==> src/rtl/ppu_frame_timer.sv <==
// Dot/scanline sequencer: x/y counters, region decodes, line/frame strobes, PPUSTATUS vblank flag and NMI.
// Build macro ODD_FRAME_SKIP_EN: drop the last pre-render dot on odd frames while rendering is enabled.
module ppu_frame_timer #(
  parameter int H_TOTAL   = 341,
  parameter int H_VISIBLE = 256,
  parameter int V_VISIBLE = 240,
  parameter int V_POST    = 1,
  parameter int V_TOTAL   = 262,
  parameter int X_W       = 9,
  parameter int Y_W       = 9
) (
  input  logic           clk,
  input  logic           reset,
  input  logic           pix_ce,
  input  logic           rendering_en,
  input  logic           nmi_en,
  input  logic           status_rd,
  output logic [X_W-1:0] x_idx,
  output logic [Y_W-1:0] y_idx,
  output logic           render,
  output logic           hblank,
  output logic           vblank,
  output logic           prerender,
  output logic           line_start,
  output logic           frame_start,
  output logic           vblank_flag,
  output logic           nmi,
  output logic           odd_frame
);

  localparam logic [X_W-1:0] X_LAST = X_W'(H_TOTAL - 1);
  localparam logic [X_W-1:0] X_VIS  = X_W'(H_VISIBLE);
  localparam logic [X_W-1:0] X_ONE  = X_W'(1);
  localparam logic [Y_W-1:0] Y_LAST = Y_W'(V_TOTAL - 1);
  localparam logic [Y_W-1:0] Y_VIS  = Y_W'(V_VISIBLE);
  localparam logic [Y_W-1:0] Y_VBL  = Y_W'(V_VISIBLE + V_POST);

  logic [X_W-1:0] x_q, x_d;
  logic [Y_W-1:0] y_q, y_d;
  logic           odd_q, odd_d;
  logic           render_q, render_d;
  logic           hblank_q, hblank_d;
  logic           vblank_q, vblank_d;
  logic           prerender_q, prerender_d;
  logic           line_start_q, line_start_d;
  logic           frame_start_q, frame_start_d;
  logic           vblank_flag_q, vblank_flag_d;
  logic           nmi_q, nmi_d;
  logic           skip_dot;
  logic           vbl_set;
  logic           vbl_clr;

`ifdef ODD_FRAME_SKIP_EN
  localparam logic [X_W-1:0] X_SKIP = X_W'(H_TOTAL - 2);
  assign skip_dot = odd_q && rendering_en && (y_q == Y_LAST) && (x_q == X_SKIP);
`else
  assign skip_dot = 1'b0;
`endif

  always_comb begin
    x_d   = x_q;
    y_d   = y_q;
    odd_d = odd_q;
    if (pix_ce) begin
      if (skip_dot || (x_q == X_LAST)) begin
        x_d = '0;
        if (skip_dot || (y_q == Y_LAST)) begin
          y_d   = '0;
          odd_d = ~odd_q;
        end else begin
          y_d = y_q + 1'b1;
        end
      end else begin
        x_d = x_q + 1'b1;
      end
    end
  end

  // Decodes use the next count so the registered outputs line up with x_idx/y_idx.
  always_comb begin
    render_d      = rendering_en && (y_d < Y_VIS) && (x_d < X_VIS);
    hblank_d      = (x_d >= X_VIS);
    vblank_d      = (y_d >= Y_VBL) && (y_d < Y_LAST);
    prerender_d   = (y_d == Y_LAST);
    line_start_d  = pix_ce && (x_d == '0);
    frame_start_d = line_start_d && (y_d == '0);
    vbl_set       = pix_ce && (x_d == X_ONE) && (y_d == Y_VBL);
    vbl_clr       = pix_ce && (x_d == X_ONE) && (y_d == Y_LAST);
  end

  // A status read landing on the set edge wins, so that frame never raises the flag.
  always_comb begin
    vblank_flag_d = vblank_flag_q;
    if (status_rd) begin
      vblank_flag_d = 1'b0;
    end else if (vbl_set) begin
      vblank_flag_d = 1'b1;
    end else if (vbl_clr) begin
      vblank_flag_d = 1'b0;
    end
    nmi_d = vblank_flag_q && nmi_en;
  end

  always_ff @(posedge clk) begin
    if (!reset) begin
      x_q           <= '0;
      y_q           <= '0;
      odd_q         <= 1'b0;
      render_q      <= 1'b0;
      hblank_q      <= 1'b0;
      vblank_q      <= 1'b0;
      prerender_q   <= 1'b0;
      line_start_q  <= 1'b0;
      frame_start_q <= 1'b0;
      vblank_flag_q <= 1'b0;
      nmi_q         <= 1'b0;
    end else begin
      x_q           <= x_d;
      y_q           <= y_d;
      odd_q         <= odd_d;
      render_q      <= render_d;
      hblank_q      <= hblank_d;
      vblank_q      <= vblank_d;
      prerender_q   <= prerender_d;
      line_start_q  <= line_start_d;
      frame_start_q <= frame_start_d;
      vblank_flag_q <= vblank_flag_d;
      nmi_q         <= nmi_d;
    end
  end

  assign x_idx       = x_q;
  assign y_idx       = y_q;
  assign render      = render_q;
  assign hblank      = hblank_q;
  assign vblank      = vblank_q;
  assign prerender   = prerender_q;
  assign line_start  = line_start_q;
  assign frame_start = frame_start_q;
  assign vblank_flag = vblank_flag_q;
  assign nmi         = nmi_q;
  assign odd_frame   = odd_q;

endmodule

==> config.mk <==
export PLATFORM = sky130hd
export DESIGN_NAME = ppu_frame_timer
export DESIGN_NICKNAME = d
export VERILOG_FILES = /design/src/rtl/ppu_frame_timer.sv
export SDC_FILE = /design/constraint.sdc
export NUM_CORES = 1
export LEC_CHECK = 0
export CELL_PAD_IN_SITES_DETAIL_PLACEMENT = 0
export CELL_PAD_IN_SITES_GLOBAL_PLACEMENT = 1
export CORE_ASPECT_RATIO = 0.9
export CORE_MARGIN = 2
export CORE_UTILIZATION = 39
export DETAILED_ROUTE_END_ITERATION = 10
export GPL_ROUTABILITY_DRIVEN = 1
export GPL_TIMING_DRIVEN = 1
export PLACE_DENSITY = 0.91
export SLEW_MARGIN = 20
export SYNTH_ARGS = -nofsm -noshare
export SYNTH_HDL_FRONTEND = slang
export SYNTH_SLANG_ARGS = --single-unit
==> constraint.sdc <==
create_clock -name clk -period 7.4 [get_ports clk]
set_input_delay 1.85 -clock clk [delete_from_list [all_inputs] [get_ports clk]]
set_output_delay 1.85 -clock clk [all_outputs]
set_load 0.02 [all_outputs]
# [After elaboration in Yosys (flattened, before gate mapping)]
# Index checks and enable logic that the tools add are counted.
[totals] input_bits=6 wordCells=46 reg_bits=27
[classes] mux=7 n_bitwise=2 eq_ne=5 reduce_logical=14 magnitude_cmp=5 n_addsub=2
[op_table] cell="$mux 9" count=5
[op_table] cell="$eq 9x9->1 const B" count=3
[op_table] cell="$add 9x1->9 const B" count=2
[op_table] cell="$logic_not 9->1" count=2
[op_table] cell="$lt 9x9->1 const B" count=2
[op_table] cell="$eq 9x1->1 const B" count=1
[op_table] cell="$eq 9x8->1 const B" count=1
[op_table] cell="$ge 9x8->1 const B" count=1
[op_table] cell="$ge 9x9->1 const B" count=1
[op_table] cell="$logic_and 1x1->1" count=9
[op_table] cell="$lt 9x8->1 const B" count=1
[op_table] cell="$reduce_and 3->1" count=1
[op_table] cell="$mux 1" count=2
[op_table] cell="$not 1->1" count=2
[op_table] cell="$reduce_bool 2->1" count=1
[op_table] cell="$reduce_or 2->1" count=1

# [Logic depth before layout (Yosys ltp)]
# Gate-level depths: netlist (run 1).
[logic_depth] ltp_word=8 ltp_mapped=11 mapped_depth_nobuf=9

# [Worst setup path before layout (run 1)]
# OpenSTA, ideal clock, no wires.
[synth_path] kind="in2reg" startpoint="input pix_ce" endpoint="register vblank_flag_q (netlist: vblank_flag)" arrival_time_ns=3.554 path_buffers=1 setup_ns=0.116 slack_ns=3.730 stages=8 cell_sequence="buf_6 and3_4 and2_4 or4_1 a2111oi_2 and3_2 a31oi_1 a31o_1"
[synth_between] elab_chain_cells=5 elab_cells_between_ends=10 classes_between="3 x eq/ne; 3 x mux; 4 x reduce/logical"
[synth_rtl] item="start, declared" line="14" text="input logic pix_ce,"
[synth_rtl] item="$mux 9" line="64" text="if (pix_ce) begin"
[synth_rtl] item="$eq 9x1->1" line="87, 88"
[synth_rtl] item="$logic_and 1x1->1" line="87, 88"
[synth_rtl] item="$logic_and 1x1->1, on equally long branches" line="87, 88"
[synth_rtl] item="$mux 1 or $reduce_bool 2->1 (tied branches)"
[synth_rtl] item="end signal, assigned" line="127" text="vblank_flag_q <= vblank_flag_d;"
[synth_rtl] item="end, declared" line="47" text="logic vblank_flag_q, vblank_flag_d;"
# Parallel ways exist; a longest one is shown, timed or not.
# A chain may end at the register's enable or synchronous reset.

# [Final worst setup path (run 1)]
# Same ends and word-level chain as after synthesis.

==> flow_metrics.env, run 1 <==
export IMPL_yosysSeqAreaShare_pct=36.3
export IMPL_finalCritPeriodShare_pct=55.8
export IMPL_areaGrowthSynthToFinish_pct=26.2
export IMPL_antenna_found_initial=0
export IMPL_tns_ns=0
export IMPL_cts_sinks=26
export IMPL_synthesis_area_sq_um=1430
export IMPL_cp_start_kind="primary input"
export IMPL_power_density_nw_per_um2=139
export IMPL_fmax_ghz=0.242
export IMPL_drive_gt1_share_pct=6.25
export IMPL_yosys_warnings=0
export IMPL_route_met2_wl_mm=1.72
export IMPL_synth_top_cell_area_share_pct=36.3
export IMPL_path_clk_slew_ns=0.09
export IMPL_num_nets_final=203
export IMPL_synth_seq_cells=26
export IMPL_setup_worst_path_start="pix_ce"
export IMPL_die_area_sq_um=4170
export IMPL_firstDrtPassIters=6
export IMPL_grt_use_total_pct=17.8
export IMPL_synth_most_common_cell="dfxtp_1"
export IMPL_arrival_ns=4.30
export IMPL_dieWidth_microns=67.9
export IMPL_overflow=0
export IMPL_syn_num_nets=176
export IMPL_postCtsSetupBuffers=0
export IMPL_top_layer_used="met4"
export IMPL_stdcell_area_sq_um=1810
export IMPL_ioPinCount=33
export IMPL_ff2ff_path_depth=9
export IMPL_met3_length_microns=136
export IMPL_relSlewSlack_pct=58.9
export IMPL_cap_violations=0
export IMPL_cts_tree="yes"
export IMPL_fin_crit_ns=4.13
export IMPL_clock_latency_ns=0.27
export IMPL_crit_required_ns=7.57
export IMPL_r2r_setup_slack_ns=4.71
export IMPL_grt_pass1_vias=1170
export IMPL_slew_violations=0
export IMPL_dpl_hpwl_mm=2.45
export IMPL_synth_ff_type="dfxtp_1"
export IMPL_endpoint_kind="flip-flop"
export IMPL_layoutNonFillerInstCount=236
export IMPL_async_flop_share_pct=0
export IMPL_seq_area_sq_um=520
export IMPL_place_inst=232
export IMPL_hold_violations=0
export IMPL_worst_pin_slew_ns=0.611
export IMPL_initial_utilization_pct=41.5
export IMPL_rsz0062_at_grt="false"
export IMPL_status="complete, no violations"
export IMPL_grt_max_degree=20
export IMPL_synth_distinct_cells=44
export IMPL_port_buffers=32
export IMPL_clockBufferDepth=2
export IMPL_dpl_instance_area_sq_um=1750
export IMPL_synth_commonest_cells="dfxtp_1 (26), nand2_1 (14), nor2_1 (14)"
export IMPL_num_antenna_cells=0
export IMPL_m1WireLength_mm=1.45
export IMPL_via_count=1285
export IMPL_finalSetupViolations=0
export IMPL_ir_worst_vdd_mv=0.0580
export IMPL_dr_first_iter_drc_count=36
export IMPL_reg2reg_from="x_idx[0]$_SDFF_PN0_"
export IMPL_hold_path_class="reg -> reg"
export IMPL_synth_edff_count=0
export IMPL_p_leak_nw=0.695
export IMPL_grt_pass1_wl_mm=5.51
export IMPL_yosysTopAreaCell="dfxtp_1"
export IMPL_vias_per_cell=5.44
export IMPL_synthTopCellsByArea="dfxtp_1 (36%), xor2_1 (6.1%), nand4_1 (3.9%)"
export IMPL_avgSynthCellArea_sq_um=8.63
export IMPL_htree_levels=1
export IMPL_die_h_microns=61.5
export IMPL_root_buffer="clkbuf_8"
export IMPL_fp_row_count=20
export IMPL_timing_rr_end="vblank_flag$_SDFFE_PP0P_"
export IMPL_post_cts_resized=0
export IMPL_routed_wl_mm=3.34
export IMPL_multi_input_area_sq_um=831
export IMPL_core_sq_um=3450
export IMPL_syn_inst=166
export IMPL_antenna_left=0
export IMPL_routedWlPerCell_microns=14.2
export IMPL_endpoint="vblank_flag$_SDFFE_PP0P_"
export IMPL_cp_max_fo=11
export IMPL_nFillCells=314
export IMPL_drt_drc_violations_left=0
export IMPL_cts_hold_repair_buffers=0
export IMPL_routabilityCongestion=0.828
export IMPL_crit_type="in -> reg"
export IMPL_clock_skew_ns=0.00262
export IMPL_cts_buffers_inserted=3
[placed cells by master, fill, tap and decap left out, types with 4 or more instances in the layout]
cell / n
a21oi_1: 6
and2_1: 8
clkbuf_8: 4
clkdlybuf4s50_1: 32
dfxtp_1: 26
ha_1: 4
inv_1: 7
mux2i_1: 4
nand2_1: 14
nand4_1: 9
nor2_1: 14
nor2b_1: 4
nor3_1: 4
nor4_1: 5
or3_1: 4
xor2_1: 10
[worst max-delay path, cell delays in order]
cell and delay (ns):
clkdlybuf4s50_1 0.71, inv_1 0.16, or3_1 0.56, or3_1 0.42
o21ai_2 0.12, and2_1 0.21, a31oi_1 0.09, a31o_1 0.20
[cell families (layout without fill, tap and decap cells)]
logic type | count (synthesis) | after routing | synth area share, %
simple gates | 83 | 83 | 34.7
xor+xnor | 13 | 13 | 7.95
compound gates | 19 | 19 | 9.08
mux | 4 | 4 | 2.79
buf+inv | 17 | 43 | 5.68
flops | 26 | 26 | 36.3
fa+ha+maj | 4 | 4 | 3.49
[worst min-delay path by stage]
stage | from | end | slack, ns | depth (start not counted)
after detailed placement | vblank_flag$_SDFFE_PP0P_ | nmi$_SDFF_PN0_ | 0.50 | 1
after CTS | vblank_flag$_SDFFE_PP0P_ | nmi$_SDFF_PN0_ | 0.52 | 1
final | vblank_flag$_SDFFE_PP0P_ | nmi$_SDFF_PN0_ | 0.52 | 1
after global routing | vblank_flag$_SDFFE_PP0P_ | nmi$_SDFF_PN0_ | 0.54 | 1
after floorplan | odd_frame$_SDFFE_PN0P_ | odd_frame$_SDFFE_PN0P_ | 0.56 | 2
after global placement | odd_frame$_SDFFE_PN0P_ | odd_frame$_SDFFE_PN0P_ | 0.49 | 2
[flip-flops by register name, summed over array words and instances, names as in the netlist]
register and cells:
vblank_flag 1, vblank 1, odd_frame 1, line_start 1, nmi 1, render 1
y_idx 9, frame_start 1, x_idx 9, prerender 1
[where the power goes]
group          leakage, nW  switching (mW)  internal, mW
Combinational        0.456         0.00864       0.00878
Clock               0.0288          0.0436        0.0476
Sequential           0.210         0.00179         0.141
[routing by layer]
layer,vias to the layer above,track usage [%]
met5,-,0
met4,0,6.00
met3,5,4.02
met2,30,31.9
met1,613,21.2
li1,637,-
[per-stage QoR]
stage,utilization [%],power [mW],worst slack [ns],hold WS (ns)
after detailed placement,50.8,0.164,2.99,0.496
after global routing,52.4,0.263,3.04,0.536
after CTS,52.4,0.256,3.27,0.519
after floorplan,-,0.157,3.73,0.564
after global placement,50.8,0.164,3.07,0.487
final,52.4,0.252,3.27,0.518
[layout make-up]
class / count / share of cell area [%]
inverter: 7 / 1.45
tap: 44 / 3.04
sequential: 26 / 28.8
multi-input combinational: 123 / 46.0
clock buffer: 4 / 3.04
timing repair buffer: 32 / 17.7
(Power assumes the default switching activity.)
==> inputs of run 2 (changes only) <==
CORE_UTILIZATION = 36   (was 39)
PLACE_DENSITY = 0.86   (was 0.91)
clock period = 4.3 ns   (was 7.4 ns; I/O delays follow)
==> run 2 against run 1 <==
Compared with the run above: via count is 3.3% lower; sequential share of layout area is 0.41 points lower; design area increased by 1.5%; setup slack lost 2.3 ns; die area up 7.8%; clock skew rose by 0.0021 ns; total power grew 91%; largest power group unchanged.
==> flow_metrics.env, run 2 (synthesized netlist as in run 1, its figures left out) <==
export IMPL_rsz0062_at_grt="false"
export IMPL_finalCritPeriodShare_pct=76.7
export IMPL_worst_pin_slew_ns=0.578
export IMPL_vias_per_cell=5.20
export IMPL_dr_first_iter_drc_count=92
export IMPL_routed_wl_mm=3.27
export IMPL_cp_cell_sequence="clkdlybuf4s50_1, and3_4, and2_4, or4_1, a2111oi_2, and3_2, a31oi_1, a31o_1"
export IMPL_num_antenna_cells=0
export IMPL_hold_path_startpoint="vblank_flag$_SDFFE_PP0P_"
export IMPL_dpl_hpwl_mm=2.48
export IMPL_power_density_nw_per_um2=261
export IMPL_antenna_left=0
export IMPL_grt_pass1_vias=1198
export IMPL_utilization_pct=48.8
export IMPL_hold_violations=0
export IMPL_routabilityCongestion=0.847
export IMPL_pwr_share_clk_pct=42.3
export IMPL_fp_row_count=21
export IMPL_num_nets_final=204
export IMPL_tns_ns=0
export IMPL_cp_max_fo=11
export IMPL_critPathMaxStageDelay_ns=0.60
export IMPL_path_clk_slew_ns=0.09
export IMPL_drive_gt1_share_pct=6.74
export IMPL_seq_power_share_pct=51.3
export IMPL_port_buffers=32
export IMPL_die_area_sq_um=4500
export IMPL_dieWidth_microns=70.5
export IMPL_hold_path_class="reg -> reg"
export IMPL_slew_violations=0
export IMPL_endpoint_kind="flip-flop"
export IMPL_grt_use_total_pct=14.8
export IMPL_via_count=1243
export IMPL_p_leak_nw=0.707
export IMPL_worstPathBufferInverterCount=1
export IMPL_root_buffer="clkbuf_8"
export IMPL_cts_sinks=26
export IMPL_pwr_share_comb_pct=6.4
export IMPL_crit_type="in -> reg"
export IMPL_firstDrtPassIters=4
export IMPL_reg2reg_from="x_idx[0]$_SDFF_PN0_"
export IMPL_initial_utilization_pct=38.1
export IMPL_drt_drc_violations_left=0
export IMPL_cts_hold_repair_buffers=0
export IMPL_status="complete, no violations"
export IMPL_core_sq_um=3760
export IMPL_finalSetupViolations=0
export IMPL_areaGrowthSynthToFinish_pct=28.0
export IMPL_clock_skew_ns=0.00475
export IMPL_swShare_pct=20.2
export IMPL_ir_worst_vdd_mv=0.149
export IMPL_fin_crit_ns=3.30
export IMPL_cap_violations=0
export IMPL_cts_buffers_inserted=3
export IMPL_clock_latency_ns=0.27
export IMPL_power_switching_mw=0.0967
export IMPL_post_cts_resized=0
export IMPL_mostFrequentLayoutCell="clkdlybuf4s50_1"
export IMPL_cpLargestDelayFamily="simple AND/OR/NAND/NOR gates"
export IMPL_postCtsSetupBuffers=0
export IMPL_routedWlPerCell_microns=13.7
export IMPL_crit_required_ns=4.47
export IMPL_setup_worst_path_start="pix_ce"
export IMPL_cp_start_kind="primary input"
export IMPL_ioPinCount=33
export IMPL_overflow=0
export IMPL_htree_levels=1
export IMPL_fmax_ghz=0.303
export IMPL_grt_max_degree=20
export IMPL_internal_power_mw=0.383
export IMPL_cts_tree="yes"
export IMPL_grt_pass1_wl_mm=5.41
export IMPL_arrival_ns=3.47
export IMPL_relSlewSlack_pct=61.3
export IMPL_antenna_found_initial=0
export IMPL_cp_slowest_cell="clkdlybuf4s50_1"
export IMPL_die_h_microns=63.8
export IMPL_clockBufferDepth=2
export IMPL_layout_common_cells="clkdlybuf4s50_1 (32), dfxtp_1 (26), nand2_1 (14), nor2_1 (14), xor2_1 (10)"
## run 2: changes by cell type in the layout (fill, tap and decap cells not counted)
cell,before,now
bufinv_16,0,1
clkbuf_8,4,3
buf_4,0,1
## run 2: layout make-up
| class | count | area, sq um |
|---|---|---|
| Clock buffer | 3 | 41.3 |
| Clock inverter | 1 | 30.0 |
| Fill cell | 357 | 1920 |
| Inverter | 7 | 26.3 |
| Multi-Input combinational cell | 123 | 831 |
| Sequential cell | 26 | 520 |
| Tap cell | 46 | 57.6 |
| Timing Repair Buffer | 33 | 328 |
## run 2: through the flow
stage / hold WS, ns / setup slack, ns / area [sq um] / instances / power, mW
CTS: 0.508 / 1.01 / 1830 / 239 / 0.486
floorplan: 0.564 / 1.41 / 1430 / 166 / 0.270
finish: 0.500 / 1.00 / 1830 / 239 / 0.480
global placement: 0.485 / 0.750 / 1760 / 235 / 0.282
global route: 0.521 / 0.847 / 1830 / 239 / 0.498
detailed placement: 0.495 / 0.717 / 1760 / 235 / 0.282
## run 2: worst paths after layout
kind | to | slack, ns | cells past startpoint
worst min register to register | nmi$_SDFF_PN0_ | 0.50 | 1
worst max-delay path | vblank_flag$_SDFFE_PP0P_ | 1.00 | 8
worst min-delay path | nmi$_SDFF_PN0_ | 0.50 | 1
worst max register to register | vblank_flag$_SDFFE_PP0P_ | 1.66 | 9
## run 2: power by group through the flow
stage          Clock [mW]  Sequential [mW]  Combinational, mW
2_1_floorplan           0            0.254             0.0156
3_3_place_gp            0            0.252             0.0302
3_5_place_dp            0            0.252             0.0306
4_1_cts             0.209            0.246             0.0307
5_1_grt             0.218            0.247             0.0333
6_report            0.203            0.246             0.0305
## run 2: worst reg2reg max path, delay by kind of cell, from the launching register on
kind                     cells  cell delay, ns
flip-flops                   1            0.38
AO/OA/AOI/OAI                3            0.39
buffers and inverters        1            0.11
AND/OR/NAND/NOR              4            1.50
adder cells (fa/ha/maj)      1            0.15
## run 2: metal layers
layer	track usage, %	vias to the layer above	share of wire [%]
li1	-	639	-
met1	19.6	566	50
met2	24.6	33	44
met3	1.74	5	4.4
met4	5.77	0	1.5
met5	0	-	0
